--- src/rtl/hex_keypad_scanner.sv ---
// 4x4 hex matrix keypad scanner: walks an active-low column, debounces a single active-low
// row, and shifts each accepted key code into a 16-bit entry register for a hex display.
module hex_keypad_scanner #(
    parameter int CNT_WIDTH      = 14,
    parameter int DEBOUNCE_TICKS = 4
) (
    input  logic        clk,
    input  logic        rst,
    input  logic [3:0]  i_rows,
    input  logic        i_clear,
    output logic [3:0]  o_cols,
    output logic [3:0]  o_key,
    output logic        o_key_valid,
    output logic [15:0] o_data,
    output logic        o_data_we
);

    localparam int            CW        = $clog2(DEBOUNCE_TICKS + 1);
    localparam logic [CW-1:0] CNT_ZERO  = CW'(0);
    localparam logic [CW-1:0] CNT_ONE   = CW'(1);
    localparam logic [CW-1:0] CNT_DONE  = CW'(DEBOUNCE_TICKS);

    typedef enum logic [1:0] {
        ST_SCAN     = 2'd0,
        ST_DEBOUNCE = 2'd1,
        ST_HELD     = 2'd2
    } state_t;

    logic [3:0]           rows_meta_r;
    logic [3:0]           rows_sync_r;
    logic [CNT_WIDTH-1:0] div_r;
    logic                 tick_s;
    state_t               state_r;
    state_t               state_s;
    logic [1:0]           col_r;
    logic [1:0]           col_s;
    logic [1:0]           row_r;
    logic [1:0]           row_s;
    logic [CW-1:0]        cnt_r;
    logic [CW-1:0]        cnt_s;
    logic [CW-1:0]        cnt_inc_s;
    logic                 press_valid_s;
    logic [1:0]           press_row_s;
    logic                 accept_s;
    logic [3:0]           code_s;

    // A press is exactly one low row; two or more low rows (ghosting) count as no press.
    function automatic logic single_low(input logic [3:0] rows);
        case (rows)
            4'b1110, 4'b1101, 4'b1011, 4'b0111: single_low = 1'b1;
            default:                            single_low = 1'b0;
        endcase
    endfunction

    function automatic logic [1:0] low_index(input logic [3:0] rows);
        case (rows)
            4'b1110: low_index = 2'd0;
            4'b1101: low_index = 2'd1;
            4'b1011: low_index = 2'd2;
            4'b0111: low_index = 2'd3;
            default: low_index = 2'd0;
        endcase
    endfunction

    function automatic logic [3:0] col_drive(input logic [1:0] col);
        case (col)
            2'd0:    col_drive = 4'b1110;
            2'd1:    col_drive = 4'b1101;
            2'd2:    col_drive = 4'b1011;
            2'd3:    col_drive = 4'b0111;
            default: col_drive = 4'b1110;
        endcase
    endfunction

    assign tick_s        = &div_r;
    assign press_valid_s = single_low(rows_sync_r);
    assign press_row_s   = low_index(rows_sync_r);
    assign cnt_inc_s     = (cnt_r == CNT_DONE) ? cnt_r : cnt_r + CNT_ONE;
    assign code_s        = {row_s, col_r};

    // Two-flop synchronizer for the asynchronous row inputs.
    always_ff @(posedge clk) begin
        if (rst) begin
            rows_meta_r <= 4'hF;
            rows_sync_r <= 4'hF;
        end else begin
            rows_meta_r <= i_rows;
            rows_sync_r <= rows_meta_r;
        end
    end

    // Scan divider, FSM state, column, latched row and debounce counter.
    always_ff @(posedge clk) begin
        if (rst) begin
            div_r   <= {CNT_WIDTH{1'b0}};
            state_r <= ST_SCAN;
            col_r   <= 2'd0;
            row_r   <= 2'd0;
            cnt_r   <= CNT_ZERO;
            o_cols  <= 4'b1110;
        end else begin
            div_r   <= div_r + CNT_WIDTH'(1);
            state_r <= state_s;
            col_r   <= col_s;
            row_r   <= row_s;
            cnt_r   <= cnt_s;
            o_cols  <= col_drive(col_s);
        end
    end

    // Next-state logic; the FSM only moves on scan ticks.
    always_comb begin
        state_s  = state_r;
        col_s    = col_r;
        row_s    = row_r;
        cnt_s    = cnt_r;
        accept_s = 1'b0;
        if (tick_s) begin
            case (state_r)
                ST_SCAN: begin
                    if (press_valid_s) begin
                        row_s = press_row_s;
                        if (DEBOUNCE_TICKS <= 1) begin
                            accept_s = 1'b1;
                            cnt_s    = CNT_ZERO;
                            state_s  = ST_HELD;
                        end else begin
                            cnt_s    = CNT_ONE;
                            state_s  = ST_DEBOUNCE;
                        end
                    end else begin
                        col_s = col_r + 2'd1;
                    end
                end
                ST_DEBOUNCE: begin
                    if (press_valid_s && (press_row_s == row_r)) begin
                        if (cnt_inc_s == CNT_DONE) begin
                            accept_s = 1'b1;
                            cnt_s    = CNT_ZERO;
                            state_s  = ST_HELD;
                        end else begin
                            cnt_s    = cnt_inc_s;
                        end
                    end else begin
                        cnt_s   = CNT_ZERO;
                        col_s   = col_r + 2'd1;
                        state_s = ST_SCAN;
                    end
                end
                ST_HELD: begin
                    // Release needs the same number of stable all-high samples as a press.
                    if (rows_sync_r == 4'hF) begin
                        if (cnt_inc_s == CNT_DONE) begin
                            cnt_s   = CNT_ZERO;
                            col_s   = col_r + 2'd1;
                            state_s = ST_SCAN;
                        end else begin
                            cnt_s   = cnt_inc_s;
                        end
                    end else begin
                        cnt_s = CNT_ZERO;
                    end
                end
                default: begin
                    cnt_s   = CNT_ZERO;
                    state_s = ST_SCAN;
                end
            endcase
        end else begin
            state_s = state_r;
        end
    end

    // Key output and entry register; clear wins over the shift but still keeps the new code.
    always_ff @(posedge clk) begin
        if (rst) begin
            o_key       <= 4'h0;
            o_key_valid <= 1'b0;
            o_data      <= 16'h0000;
            o_data_we   <= 1'b0;
        end else begin
            o_key_valid <= accept_s;
            if (accept_s) begin
                o_key <= code_s;
            end else begin
                o_key <= o_key;
            end
            if (i_clear) begin
                o_data    <= accept_s ? {12'h000, code_s} : 16'h0000;
                o_data_we <= 1'b1;
            end else if (accept_s) begin
                o_data    <= {o_data[11:0], code_s};
                o_data_we <= 1'b1;
            end else begin
                o_data_we <= 1'b0;
            end
        end
    end

endmodule

--- config.mk ---
export PLATFORM = sky130hd
export DESIGN_NAME = hex_keypad_scanner
export DESIGN_NICKNAME = d
export VERILOG_FILES = /design/src/rtl/hex_keypad_scanner.sv
export SDC_FILE = /design/constraint.sdc
export NUM_CORES = 1
export LEC_CHECK = 0
export ABC_AREA = 1
export BUFFER_PORTS_ARGS = -buffer_cell sky130_fd_sc_hd__buf_2
export CORE_MARGIN = 8
export CORE_UTILIZATION = 30
export DETAILED_ROUTE_END_ITERATION = 6
export PLACE_DENSITY = 0.44
export SLEW_MARGIN = 20
export SYNTH_ARGS = -nofsm -noshare
export SYNTH_HDL_FRONTEND = slang
export SYNTH_SLANG_ARGS = --single-unit
--- constraint.sdc ---
create_clock -name clk -period 2.5 [get_ports clk]
set_input_delay 0.125 -clock clk [delete_from_list [all_inputs] [get_ports clk]]
set_output_delay 0.125 -clock clk [all_outputs]
set_load 0.05 [all_outputs]
* Word level (Yosys, flattened, before mapping)
Cells that the tools add are included.
** Operators by class
- $add $sub $neg :: 3
- Equal/unequal tests :: 17
- Multiplexer cells :: 33
- Reduce and logical (&&, ||, !) cells :: 8
** Operator list (count)
- 16-bit two-way mux :: 2
- 2-bit two-way mux :: 13
- 2-bit one-hot mux with 3 select lines :: 3
- 18-bit AND reduction :: 1
- 4-bit == test (second input constant) :: 4
- 4-bit one-hot mux with 4 select lines :: 1
- 3-bit two-way mux :: 5
- 15-bit AND reduction :: 1
- 14-bit by 1-bit adder with 14-bit output (second input constant) :: 1
- 14-bit AND reduction :: 1
- 3-bit one-hot mux with 3 select lines :: 1
- 1-bit two-way mux :: 7
- 2-bit == test (second input constant) :: 3
- 3-bit == test (second input constant) :: 2
- 2-bit != test (second input constant) :: 3
- 2-bit by 1-bit == test with 1-bit output (second input constant) :: 2
- 4-bit by 3-bit == test with 1-bit output (second input constant) :: 1
- 2-bit logical NOT :: 2
- 4-bit two-way mux :: 1
- 4-bit OR reduction :: 1
- 3-bit by 1-bit adder with 3-bit output (second input constant) :: 1
- 3-bit != test (second input constant) :: 1
- 2-bit by 1-bit adder with 2-bit output (second input constant) :: 1
- 2-bit == test :: 1
- other kinds (2) :: 2
** Word-level totals
- Register bits :: 57
- Bits of input ports :: 7
- Logic and storage cells :: 73

* Logic depth before layout (Yosys ltp)
- Depth in word-level cells :: 9
- Gate-level depth with buffers :: 15
- Depth with buffers taken out :: 15

* Least setup slack after synthesis
No wires, ideal clock.
- Path kind :: register to register
- From :: reg div_r[0]
- To :: reg o_data[5]
- Arrival time :: 1.637 ns
- Setup slack :: 0.746 ns
- Cell stages (with the launch flop) :: 12
- Path buffers :: 1
- Clock period less this slack :: 1.754 ns
- Cells stage by stage :: dfxtp_1 > ha_1 > nand2_1 > nor2_4 > nand3_2 > nor3_4 > nand3_2 > nor2_8 > inv_2 > buf_6 > nor2_1 > nor2_1
** Between the ends
- Word-level cells in the longest chain between the ends :: 3
** Ends and longest elaborated chain
- start: declaration :: RTL line 31 : logic [CNT_WIDTH-1:0] div_r;
- start signal: assignment :: RTL line 95 : div_r <= {CNT_WIDTH{1'b0}};
- start signal: assignment :: RTL line 102 : div_r <= div_r + CNT_WIDTH'(1);
- 14-bit AND reduction :: RTL line 75 : assign tick_s = &div_r;
- 1-bit two-way mux :: RTL line 118 : if (tick_s) begin
- 2-bit nonzero test (no source line)
- end signal: assignment :: RTL line 189 : o_data <= accept_s ? {12'h000, code_s} : 16'h0000;
- end signal: assignment :: RTL line 192 : o_data <= {o_data[11:0], code_s};
- end: declaration :: RTL line 14 : output logic [15:0] o_data,
No other way between the ends.
A chain may end at the register's enable or synchronous reset.

* Worst setup path in the final report
- From :: reg div_r[0]
- To :: reg o_data[9]
The elaborated chain is that of the path after synthesis.

==> flow_summary.json <==
{
  "worstSetupPathType": "reg -> reg",
  "fin_util": 0.375,
  "rsz0062_at_grt": "no",
  "syn_inst": 320,
  "avgSynthCellArea_um2": 7.53,
  "maxSlewHeadroom": 0.605,
  "power.density_nw_per_um2": 659,
  "worst_pin_slew_ns": 0.591,
  "setup_viol": 0,
  "fin_ws_ns": 0.449,
  "setup-tns-final_ns": 0,
  "syn_nets": 330,
  "n_antenna_cell": 0,
  "endpoint_kind": "flip-flop",
  "pre_cts_slack_ns": 0.431,
  "cts_tree": "done",
  "fmax_ghz": 0.488,
  "period_needed_ns": 2.05,
  "yosysWarningCount": 0,
  "cts_sinks": 57,
  "drc": 0,
  "maxCapViolCount": 0,
  "ys_seq_elements": 57,
  "dieWidth_um": 106,
  "detail_route.first_pass.iterations": 4,
  "ant_nets": 0,
  "grt_start_max_net_pins": 26,
  "grt_pass1_wl_um": 9140,
  "cts_buffers": 9,
  "ff2ff_setup_slack_ns": 0.45,
  "r2r-end": "o_data[9]",
  "critPathCapture": "o_data[9]",
  "status": "finished, final reports clean",
  "synth.distinct_cells": 29,
  "grt_pass1_vias": 1980,
  "leakagePower_nw": 1.34,
  "start_kind": "flip-flop",
  "fin_crit_sh": 0.820,
  "post-dp-hpwl_um": 3890,
  "gp_congestion": 0.805,
  "die_height_um": 106,
  "path_max_fanout": 18,
  "clk_latency_ns": 0.33,
  "synth_area_um2": 2410,
  "numPortBuffers": 32,
  "die_area_um2": 11200,
  "hold_viol": 0,
  "hold_buffers": 4,
  "coreArea_um2": 7770,
  "vdd_drop_max_uv": 310,
  "r2r_cells": 10,
  "cts_setup_buffers": 0,
  "syn2layout_area_growth_pct": 20.9,
  "skew_ns": 0.00972,
  "cts_root_buf": "clkbuf_8",
  "cp.arrival_ns": 2.27,
  "finalMaxSlewViolations": 0,
  "start_util": 0.310,
  "via_count": 2021,
  "rows": 32,
  "hold_path.class": "in -> reg",
  "drt_iter0_markers": 63,
  "path_clk_slew_ns": 0.07,
  "ys_seq_area_frac": 0.474,
  "via_per_inst": 4.32,
  "drive_gt1_frac": 0.197,
  "final_net_count": 371,
  "wl_per_cell_um": 11.1,
  "grt.overflow.total": 0,
  "clock_path_buffers": 2,
  "track_usage": 0.101,
  "cts-htree-levels": 3,
  "pin_count": 33,
  "reg2reg_from": "div_r[0]",
  "required_ns": 2.72,
  "routed_wl_um": 5200,
  "crit_path_start": "div_r[0]",
  "antenna_found_initial": 0,
  "post_cts_resized": 0
}
[routing by layer]
layer / track usage / vias to the layer above / part of all wire
met5: 0 / - / 0
met4: 0.0432 / 0 / 0.0088
met3: 0.0432 / 4 / 0.055
met2: 0.159 / 31 / 0.45
met1: 0.116 / 888 / 0.48
li1: - / 1098 / -
[cell usage after synthesis (all sizes together)]
cell,n,area share
nand2,72,0.11
dfxtp,57,0.47
nor2,49,0.089
inv,39,0.061
a21oi,24,0.051
nand3,21,0.052
o21ai,20,0.042
or2,8,0.021
clkbuf,5,0.0078
nand4,4,0.010
xor2,4,0.015
ha,3,0.016
nor3,3,0.011
buf,2,0.0093
nand3b,2,0.0062
o21a,2,0.0062
a211oi,1,0.0031
and3,1,0.0026
clkinv,1,0.0016
nor4,1,0.0052
xnor2,1,0.0036
[layout make-up]
type | count | area, um^2
tap | 102 | 128
inverter | 40 | 150
fill | 848 | 4850
clock buffer | 10 | 128
sequential | 57 | 1140
clock inverter | 6 | 82.6
multi-input combinational | 216 | 1080
timing repair buffer | 37 | 208
[how the worst min path moves through the flow]
stage / depth (start not counted) / end / slack (ns) / startpoint
2_1_floorplan: 1 / rows_meta_r[0] / 0.23 / i_rows[0]
6_report: 3 / o_data_we / 0.09 / i_clear
4_1_cts: 3 / o_data_we / 0.07 / i_clear
5_1_grt: 3 / o_data_we / 0.12 / i_clear
3_3_place_gp: 2 / rows_meta_r[0] / 0.31 / i_rows[0]
3_5_place_dp: 2 / rows_meta_r[0] / 0.31 / i_rows[0]
[through the flow]
stage               hold WS [ns]  total power, mW  instance area (um^2)  cells
floorplan                  0.229            0.993                  2410    320
global placement           0.312             1.01                  2660    448
detailed placement         0.313             1.01                  2660    448
CTS                       0.0696             1.96                  2910    468
global route               0.115             2.01                  2910    468
finish                    0.0910             1.92                  2910    468
[registers in the layout (all words and copies together) (netlist names)]
register	cells
div_r	14
state_r	2
o_data	16
col_r	2
row_r	2
o_key_valid	1
rows_meta_r	4
o_cols	4
o_key	4
o_data_we	1
cnt_r	3
rows_sync_r	4
[cells in the final DEF (no fill, tap or decap)]
master	count
clkbuf_8	9
xor2_1	4
nor3_1	2
inv_2	5
o21ai_0	13
buf_4	1
nor4_2	1
a211oi_1	1
inv_1	34
clkinv_1	1
xnor2_1	1
nand4_1	4
nor2_8	1
dfxtp_1	57
nand3_2	4
nor2_4	2
nand2_1	71
ha_1	3
buf_2	32
nand2_2	1
nor3_4	1
clkbuf_1	1
and3_1	1
dlygate4sd3_1	4
clkinvlp_4	1
nand3_1	17
nand3b_1	2
o21ai_1	7
clkinv_2	3
a21oi_2	1
a21oi_1	23
bufinv_16	2
o21a_1	2
nor2_1	46
or2_2	8
[critical path, cell delays in order, from the launching register on]
cell and delay, ns:
dfxtp_1 0.35, ha_1 0.18, nand2_1 0.10, nor2_4 0.16, nand3_2 0.13, nor3_4 0.18, nand3_2 0.14, nor2_8 0.27
inv_2 0.19, o21ai_0 0.18, nor2_1 0.05
[cell families after synthesis]
kind of cell	synth area share
compound gates	0.102
xor+xnor	0.0182
buf+inv	0.0795
simple gates	0.311
flops	0.474
fa+ha+maj	0.0156
[power breakdown]
group          internal [mW]  leakage, nW  switching [mW]
logic                 0.0263        0.769          0.0444
clock network          0.556        0.106           0.368
registers              0.919        0.462         0.00509
Note: power is estimated with default switching activity, not from simulation.
